$ cat config.mk
export PLATFORM = sky130hd
export DESIGN_NAME = fb_scanout_flat
export DESIGN_NICKNAME = d
export VERILOG_FILES = /design/src/rtl/fb_scanout_if.sv /design/src/rtl/fb_scanout.sv /design/src/flat_wrapper.sv
export SDC_FILE = /design/constraint.sdc
export NUM_CORES = 1
export LEC_CHECK = 0
export BUFFER_PORTS_ARGS = -buffer_cell sky130_fd_sc_hd__buf_4
export CORE_MARGIN = 3
export CORE_UTILIZATION = 55
export DETAILED_ROUTE_END_ITERATION = 8
export PLACE_DENSITY_LB_ADDON = 0.3
export SLEW_MARGIN = 20
export SYNTH_ARGS = -nofsm -noshare
export SYNTH_HDL_FRONTEND = slang
export SYNTH_SLANG_ARGS = --single-unit
export TNS_END_PERCENT = 1
$ cat constraint.sdc
create_clock -name clk -period 2.5 [get_ports clk]
set_clock_uncertainty 0.15 [all_clocks]
set_input_delay 0.5 -clock clk [delete_from_list [all_inputs] [get_ports clk]]
set_output_delay 0.5 -clock clk [all_outputs]
set_load 0.01 [all_outputs]
$ cat src/rtl/fb_scanout_if.sv
// Framebuffer read port between the scanout engine and the 1-bit RAM.
// The scanout side drives the address; the RAM side returns the stored bit
// one clock later from its output register.
interface fb_scanout_if;
  logic [18:0] read_addr;
  logic        fb_data;

  modport master (output read_addr, input fb_data);
  modport slave  (input read_addr, output fb_data);
endinterface

$ cat src/rtl/fb_scanout.sv
// fb_scanout: raster timing generator and pixel reader for a 1-bit
// framebuffer. Walks h/v counters through the VGA frame, generates the RAM
// address incrementally in raster order, and turns each returned bit into an
// RGB value. Sync and blank travel through the same two-stage pipeline as the
// RAM read, so every pin lines up two cycles after its counter position.
// The timing parameters default to 640x480@60; other geometries are accepted.
module fb_scanout #(
  parameter logic [23:0] FG_COLOR = 24'hFFFFFF,
  parameter logic [23:0] BG_COLOR = 24'h000000,
  parameter int H_ACTIVE = 640,
  parameter int H_FP     = 16,
  parameter int H_SYNC   = 96,
  parameter int H_BP     = 48,
  parameter int V_ACTIVE = 480,
  parameter int V_FP     = 10,
  parameter int V_SYNC   = 2,
  parameter int V_BP     = 33
) (
  input  logic         clk,
  input  logic         rst,
  fb_scanout_if.master fb,
  output logic [7:0]   vga_r,
  output logic [7:0]   vga_g,
  output logic [7:0]   vga_b,
  output logic         vga_hs,
  output logic         vga_vs,
  output logic         vga_blank_n,
  output logic         vblank,
  output logic         frame_start
);

  localparam int H_TOTAL = H_ACTIVE + H_FP + H_SYNC + H_BP;
  localparam int V_TOTAL = V_ACTIVE + V_FP + V_SYNC + V_BP;
  localparam int HW      = $clog2(H_TOTAL);
  localparam int VW      = $clog2(V_TOTAL);

  localparam logic [HW-1:0] H_LAST      = HW'(H_TOTAL - 1);
  localparam logic [HW-1:0] H_VIS_END   = HW'(H_ACTIVE);
  localparam logic [HW-1:0] H_SYNC_BEG  = HW'(H_ACTIVE + H_FP);
  localparam logic [HW-1:0] H_SYNC_END  = HW'(H_ACTIVE + H_FP + H_SYNC);
  localparam logic [VW-1:0] V_LAST      = VW'(V_TOTAL - 1);
  localparam logic [VW-1:0] V_VIS_END   = VW'(V_ACTIVE);
  localparam logic [VW-1:0] V_SYNC_BEG  = VW'(V_ACTIVE + V_FP);
  localparam logic [VW-1:0] V_SYNC_END  = VW'(V_ACTIVE + V_FP + V_SYNC);
  localparam logic [18:0]   ADDR_MAX    = 19'(H_ACTIVE * V_ACTIVE - 1);

  // ST_IDLE is the single cycle after reset release in which the counters
  // stay at (0,0) so that frame_start can already be high while (0,0) is held.
  typedef enum logic [0:0] {
    ST_IDLE = 1'b0,
    ST_RUN  = 1'b1
  } state_e;

  state_e        state_q;
  logic [HW-1:0] h_q, h_d;
  logic [VW-1:0] v_q, v_d;
  logic [18:0]   addr_q, addr_d;
  logic          frame_start_q, frame_start_d;

  logic          visible_s;
  logic          hs_raw_s;
  logic          vs_raw_s;
  logic          wrap_s;

  // Stage 1: position attributes aligned with the RAM read in flight.
  logic          vis1_q, hs1_q, vs1_q;
  // Stage 2: pin registers.
  logic [23:0]   rgb_q;
  logic          hs_q, vs_q, blank_n_q;

  // Decode the current counter position into visibility and raw sync levels.
  always_comb begin
    visible_s = (h_q < H_VIS_END) && (v_q < V_VIS_END);
    hs_raw_s  = ~((h_q >= H_SYNC_BEG) && (h_q < H_SYNC_END));
    vs_raw_s  = ~((v_q >= V_SYNC_BEG) && (v_q < V_SYNC_END));
    wrap_s    = (h_q == H_LAST) && (v_q == V_LAST);
  end

  // Next counter position and next address; the address only advances on
  // visible pixels and saturates at the last pixel until the frame wraps.
  always_comb begin
    h_d    = h_q;
    v_d    = v_q;
    addr_d = addr_q;
    if (state_q == ST_RUN) begin
      if (h_q == H_LAST) begin
        h_d = '0;
        if (v_q == V_LAST) begin
          v_d = '0;
        end else begin
          v_d = v_q + 1'b1;
        end
      end else begin
        h_d = h_q + 1'b1;
      end
      if (wrap_s) begin
        addr_d = 19'd0;
      end else if (visible_s && (addr_q != ADDR_MAX)) begin
        addr_d = addr_q + 19'd1;
      end else begin
        addr_d = addr_q;
      end
    end else begin
      h_d    = '0;
      v_d    = '0;
      addr_d = 19'd0;
    end
    frame_start_d = (h_d == '0) && (v_d == '0);
  end

  // Run-state FSM: one idle cycle after reset, then free-running.
  always_ff @(posedge clk or negedge rst) begin
    if (!rst) begin
      state_q <= ST_IDLE;
    end else begin
      case (state_q)
        ST_IDLE: state_q <= ST_RUN;
        ST_RUN:  state_q <= ST_RUN;
        default: state_q <= ST_IDLE;
      endcase
    end
  end

  // Raster counters, read address and the frame-start strobe.
  always_ff @(posedge clk or negedge rst) begin
    if (!rst) begin
      h_q           <= '0;
      v_q           <= '0;
      addr_q        <= 19'd0;
      frame_start_q <= 1'b0;
    end else begin
      h_q           <= h_d;
      v_q           <= v_d;
      addr_q        <= addr_d;
      frame_start_q <= frame_start_d;
    end
  end

  // Stage 1: capture position attributes while the RAM fetches the pixel.
  always_ff @(posedge clk or negedge rst) begin
    if (!rst) begin
      vis1_q <= 1'b0;
      hs1_q  <= 1'b1;
      vs1_q  <= 1'b1;
    end else if (state_q == ST_RUN) begin
      vis1_q <= visible_s;
      hs1_q  <= hs_raw_s;
      vs1_q  <= vs_raw_s;
    end else begin
      vis1_q <= 1'b0;
      hs1_q  <= 1'b1;
      vs1_q  <= 1'b1;
    end
  end

  // Stage 2: colour-map the returned bit and register all pin values.
  always_ff @(posedge clk or negedge rst) begin
    if (!rst) begin
      rgb_q     <= 24'h000000;
      hs_q      <= 1'b1;
      vs_q      <= 1'b1;
      blank_n_q <= 1'b0;
    end else begin
      if (vis1_q) begin
        rgb_q <= fb.fb_data ? FG_COLOR : BG_COLOR;
      end else begin
        rgb_q <= 24'h000000;
      end
      hs_q      <= hs1_q;
      vs_q      <= vs1_q;
      blank_n_q <= vis1_q;
    end
  end

  assign fb.read_addr  = addr_q;
  assign vga_r         = rgb_q[23:16];
  assign vga_g         = rgb_q[15:8];
  assign vga_b         = rgb_q[7:0];
  assign vga_hs        = hs_q;
  assign vga_vs        = vs_q;
  assign vga_blank_n   = blank_n_q;
  assign frame_start   = frame_start_q;
  // Left unregistered so drawing logic sees vertical blanking as early as possible.
  assign vblank        = (v_q >= V_VIS_END);

endmodule
$ cat src/flat_wrapper.sv
// flat-port wrapper written by rule: the top's interface ports become plain ports
module fb_scanout_flat 
#(
  parameter logic [23:0] FG_COLOR = 24'hFFFFFF,
  parameter logic [23:0] BG_COLOR = 24'h000000,
  parameter int H_ACTIVE = 640,
  parameter int H_FP     = 16,
  parameter int H_SYNC   = 96,
  parameter int H_BP     = 48,
  parameter int V_ACTIVE = 480,
  parameter int V_FP     = 10,
  parameter int V_SYNC   = 2,
  parameter int V_BP     = 33
)
  (clk, rst, vga_r, vga_g, vga_b, vga_hs, vga_vs, vga_blank_n, vblank, frame_start, fb_read_addr, fb_fb_data);
  fb_scanout_if fb_i ();
  input  logic clk;
  input  logic rst;
  output logic [7:0] vga_r;
  output logic [7:0] vga_g;
  output logic [7:0] vga_b;
  output logic vga_hs;
  output logic vga_vs;
  output logic vga_blank_n;
  output logic vblank;
  output logic frame_start;
  output wire logic [$bits(fb_i.read_addr)-1:0] fb_read_addr;
  input wire logic [$bits(fb_i.fb_data)-1:0] fb_fb_data;
  assign fb_read_addr = fb_i.read_addr;
  assign fb_i.fb_data = fb_fb_data;
  fb_scanout #(.FG_COLOR(FG_COLOR), .BG_COLOR(BG_COLOR), .H_ACTIVE(H_ACTIVE), .H_FP(H_FP), .H_SYNC(H_SYNC), .H_BP(H_BP), .V_ACTIVE(V_ACTIVE), .V_FP(V_FP), .V_SYNC(V_SYNC), .V_BP(V_BP)) u_core (.clk(clk), .rst(rst), .fb(fb_i), .vga_r(vga_r), .vga_g(vga_g), .vga_b(vga_b), .vga_hs(vga_hs), .vga_vs(vga_vs), .vga_blank_n(vga_blank_n), .vblank(vblank), .frame_start(frame_start));
endmodule
# Yosys cells after proc, flatten, opt, wreduce, memory -nomap -nowiden
# Cells that the tools add are included.
# Widths: inputs -> output; s select.
# totals
ram_bits	0
register_bits	71
rom_bits	0
out_inout_bits	48
input_bits	3
latch_bits	0
mem_count	0
# op_classes
n_lt_le_gt_ge	7
n_eq_ne	4
add_sub_neg	3
bitwise_logic	2
n_mul	0
mux	13
shifts	0
n_reduce_logical	8
div	0
# ops
operator	count
$mux 19	3
$mux 10	5
$mux 24	2
$add 10x1->10 const B	2
$eq 10x10->1 const B	2
$ge 10x9->1 const B	2
$logic_not 10->1	2
$lt 10x10->1 const B	2
$lt 10x9->1 const B	2
$add 19x1->19 const B	1
$ne 19x19->1 const B	1
$ge 10x10->1 const B	1
$logic_and 1x1->1	6
$mux 1	3
$ne 3x3->1 const B	1
$not 1->1	2

# Depth between registers and ports, before layout
# logic_depth
ltp_word	6
ltp_mapped	8
mapped_depth_nobuf	7

# Least setup slack after synthesis
# No wires, ideal clock.
# synth_path
path_type	reg-to-reg
from	register u_core.h_q[1]
to	register u_core.frame_start_q, in the netlist u_core.frame_start
required_ps	2263
synth_period_minus_slack_ps	2332
path_slack_ps	168
arrival_time_ps	2096
path_stages_with_launch	8
cell_sequence	dfrtp_1 -> ha_1 -> nand3_4 -> or3_4 -> o31ai_2 -> a311o_2 -> or3b_1 -> a211oi_2
# synth_via
elab_chain_len	5
elab_cells_between_ends	9
cone_classes	add/sub: 1; eq/ne: 1; mux: 4; reduce/logical: 3
# synth_lines
element	line	text
start: declaration	fb_scanout.sv:55	logic [HW-1:0] h_q, h_d;
start signal: assignment	fb_scanout.sv:127	h_q <= '0;
start signal: assignment	fb_scanout.sv:132	h_q <= h_d;
$add 10x1->10 or $eq 10x10->1 (tied branches)	fb_scanout.sv:94, fb_scanout.sv:86	
$mux 10	fb_scanout.sv:86	if (h_q == H_LAST) begin
$mux 10	fb_scanout.sv:85	if (state_q == ST_RUN) begin
$logic_not 10->1	fb_scanout.sv:108	frame_start_d = (h_d == '0) && (v_d == '0);
$logic_and 1x1->1 (*)	fb_scanout.sv:108	
net u_core.frame_start_d	fb_scanout.sv:58	logic frame_start_q, frame_start_d;
end signal: assignment	fb_scanout.sv:135	frame_start_q <= frame_start_d;
end: declaration	fb_scanout.sv:58	
# Mark *: on every way through the listed nets, which the timed path passes. The rest lies on a longest branch.
# A chain may end at the register's enable or synchronous reset.

# Worst setup path in the final report
# Ends and elaborated chain as after synthesis.

==> results.md <==
- Slowest stage delay, CP: ~0.42 ns
- Cells after Synth: 290
- Hold Vio Cnt, Final: 0
- # Max-Cap Violations: 0
- Slew Viols, Final: 0
- Maximum clock rate: 0.421 GHz
- CP endpoint kind: register
- Routed via count: ~2100
- Worst slack, placed: approximately 0.057 ns
- Fraction of the mapped netlist area in adder cells: 0.0224
- Flops & latches, synth: 48
- Mux cell area share after synthesis: 0.00358
- Area grow syn2layout: 16.0%
- H-tree Lvls: 2
- Worst-path clk slew: 0.09 ns
- HP Class: in2async
- Drt first-iter violations: roughly 90
- Post-synthesis compound-gate area fraction: 0.0703
- CTS sink cnt: 48
- Share of post-route cells with drive strength above 1: 0.282
- DIE WIDTH: between 70 and 80 µm
- Utilization after layout: 0.673
- Arrival @ worst endpoint: between 2 and 2.5 ns
- Period utilisation layout: 0.950
- Commonest cells after routing, fill and taps aside: buf_4 (62), dfrtp_1 (43), nor2_1 (38)
- Largest family of logic cells by synthesized area: simple AND/OR/NAND/NOR gates
- Max_slew headroom: 0.570
- PnR worst setup slack: 0.126 ns
- Core area: approximately 4800 µm²
- Final instance area: around 3200 µm²
- Num CTS Buffers: 5
- CP required: about 2.6 ns
- Drt drc: 0
- Crit-path max FO: 11
- Global-route wire length before repair: approximately 9700 µm
- PD cells: 476 nW/µm²
- I/O pin total: slightly above 50
- Synth cell types: 53
- Final setup fails: 0
- Post-route ant nets: 0
- Site row count: 25
- Routability cong.: between 0.8 and 0.9
- Sequential area share after synthesis: 0.432
- Dpl cells: around 380
- Number of synthesized flops with an enable pin: 0
- Final HPWL DP: 3900 µm
- CTS tree: done
- Ys async rst share: 1.00
- Crit start category: register
- Vias/cell: around 5.4
- Layout fillers: between 400 and 500
- Commonest non-fill, non-tap cell in the layout: buf_4
- Final Non-Filler Cells: 393
- Simple-gate area share of the yosys netlist: 0.259
- Yosys warnings: 0
- Syn_area_per_cell: 9.63 µm²
- Mapped cell area: around 2800 µm²
- Vias in the first global route: 2178
- Drt wl/cell: ~14 µm
- CP Class: reg2reg
- Power Total: approximately 1500 µW
- Status: finished, final reports clean
- Remaining Overflow, GRT: 0
- Synth Area in XOR/XNOR: 0.113
- Post-DP Area: 3100 µm²
- Peak VDD IR: about 0.22 mV
- CP max stage cell: dfrtp_2
- Die area: roughly 6000 µm²
- Worst path bufs/invs: 0
- Initial antenna violation count: 0
- Area of the multi-input gates: 1330 µm²
- Predominant post-synthesis flop cell: dfrtp_1
- Pin count of the biggest net entering global routing: 49
- Seq. cell area: between 1000 and 1500 µm²
- Flop-to-flop setup slack: approximately 0.13 ns
- Fin nets: ~330
- LEAKAGE: around 0.0015 µW
- Diode count: 0
- Top Family by Delay on Critical Path: simple AND/OR/NAND/NOR gates
- Final WL: roughly 5500 µm
- Drt first pass iters: 4
- Worst-Margin Slew: about 0.64 ns
- Syn_nets: slightly below 300
- CTS Buffer Depth: 2
- Root Driver: clkbuf_8
- Clk_lat worst skew: approximately 0.30 ns
- Chip height: slightly below 80 µm
- Total GRT Usage: 0.199
- IO Port Bufs: 50
- Fin crit period: ~2.4 ns
- CP cell instances: ha_2 -> nand3_4 -> or3_4 -> o31ai_4 -> a311o_2 -> or3b_1 -> a211oi_2
- Initial core utilization: 0.580
## cell families after synthesis
kind of cell	Yosys count
AO/OA/AOI/OAI	25
XOR/XNOR	36
adder cells (fa/ha/maj)	5
buffers and inverters	42
flip-flops	48
multiplexers	1
other	1
AND/OR/NAND/NOR	132
## layer usage
| layer | part of all wire | wire length (µm) | GRT usage | vias to the layer above |
|---|---|---|---|---|
| met5 | 0 | 0 | 0 | - |
| met4 | 0.015 | 81 | 0.0676 | 0 |
| met3 | 0.063 | 349 | 0.0481 | 8 |
| met2 | 0.51 | 2820 | 0.357 | 70 |
| met1 | 0.41 | 2290 | 0.230 | 1029 |
| li1 | - | - | - | 1033 |
## cell type report
cell class,count,area share
inverter,8,0.00927
sequential,48,0.373
multi-input combinational,200,0.410
tap,67,0.0259
clock buffer,7,0.0297
clock inverter,1,0.00927
timing repair buffer,62,0.144
## final timing paths
path,startpoint,end,depth (start not counted)
max,u_core.h_q[1]$_DFF_PN0_,u_core.frame_start$_DFF_PN0_,7
min,rst,u_core.fb.read_addr[8]$_DFFE_PN0P_,1
max reg2reg,u_core.h_q[1]$_DFF_PN0_,u_core.frame_start$_DFF_PN0_,7
min reg2reg,u_core.vs1_q$_DFF_PN1_,u_core.vga_vs$_DFF_PN1_,0
max in group asynchronous,rst,u_core.h_q[1]$_DFF_PN0_,1
min in group clk,u_core.vs1_q$_DFF_PN1_,u_core.vga_vs$_DFF_PN1_,0
## power by group
group	internal, µW	total, µW	leakage (µW)	switching [µW]
sequential	789	812	0.000640	22.5
combinational	55.5	120	0.000761	64.7
clock	353	610	0.0000645	257
## synth_stat cells (2+ instances only)
library cell,count,area [µm²]
nand2b_1,2,12.5
inv_1,8,30.0
clkbuf_1,2,7.51
nor4_1,3,18.8
buf_6,2,22.5
a31oi_1,3,18.8
o21ai_0,6,30.0
dfrtp_1,44,1100
and2_1,10,62.6
nand2_1,17,63.8
and3_1,10,62.6
buf_4,25,188
nor2_1,38,143
nand4_1,11,68.8
xor2_1,21,184
nor3_1,6,30.0
nand3_1,20,100
ha_1,5,62.6
buf_2,4,20.0
dfstp_2,4,105
xnor2_1,15,131
o31ai_1,3,22.5
## through the flow
step	setup TNS (ns)	hold WS, ns
6_report	0	0.0373
5_1_grt	-0.00539	0.0905
4_1_cts	0	0.0664
3_5_place_dp	0	0.197
3_3_place_gp	0	0.196
2_1_floorplan	0	0.0544
## sequential cells by signal, summed over array words and instances (netlist names)
signal,flops
u_core.fb.read_addr,19
u_core.frame_start,1
u_core.h_q,10
u_core.hs1_q,1
u_core.rgb_q,1
u_core.state_q,1
u_core.v_q,10
u_core.vga_blank_n,1
u_core.vga_hs,1
u_core.vga_vs,1
u_core.vis1_q,1
u_core.vs1_q,1
## repair_timing
item,in CTS,in global routing
endpoints found under the hold margin,0,0
setup buffers,0,1
setup endpoints to repair,0,1
hold buffers,0,0
resized for setup,0,2
Note: power is estimated with default switching activity, not from simulation.
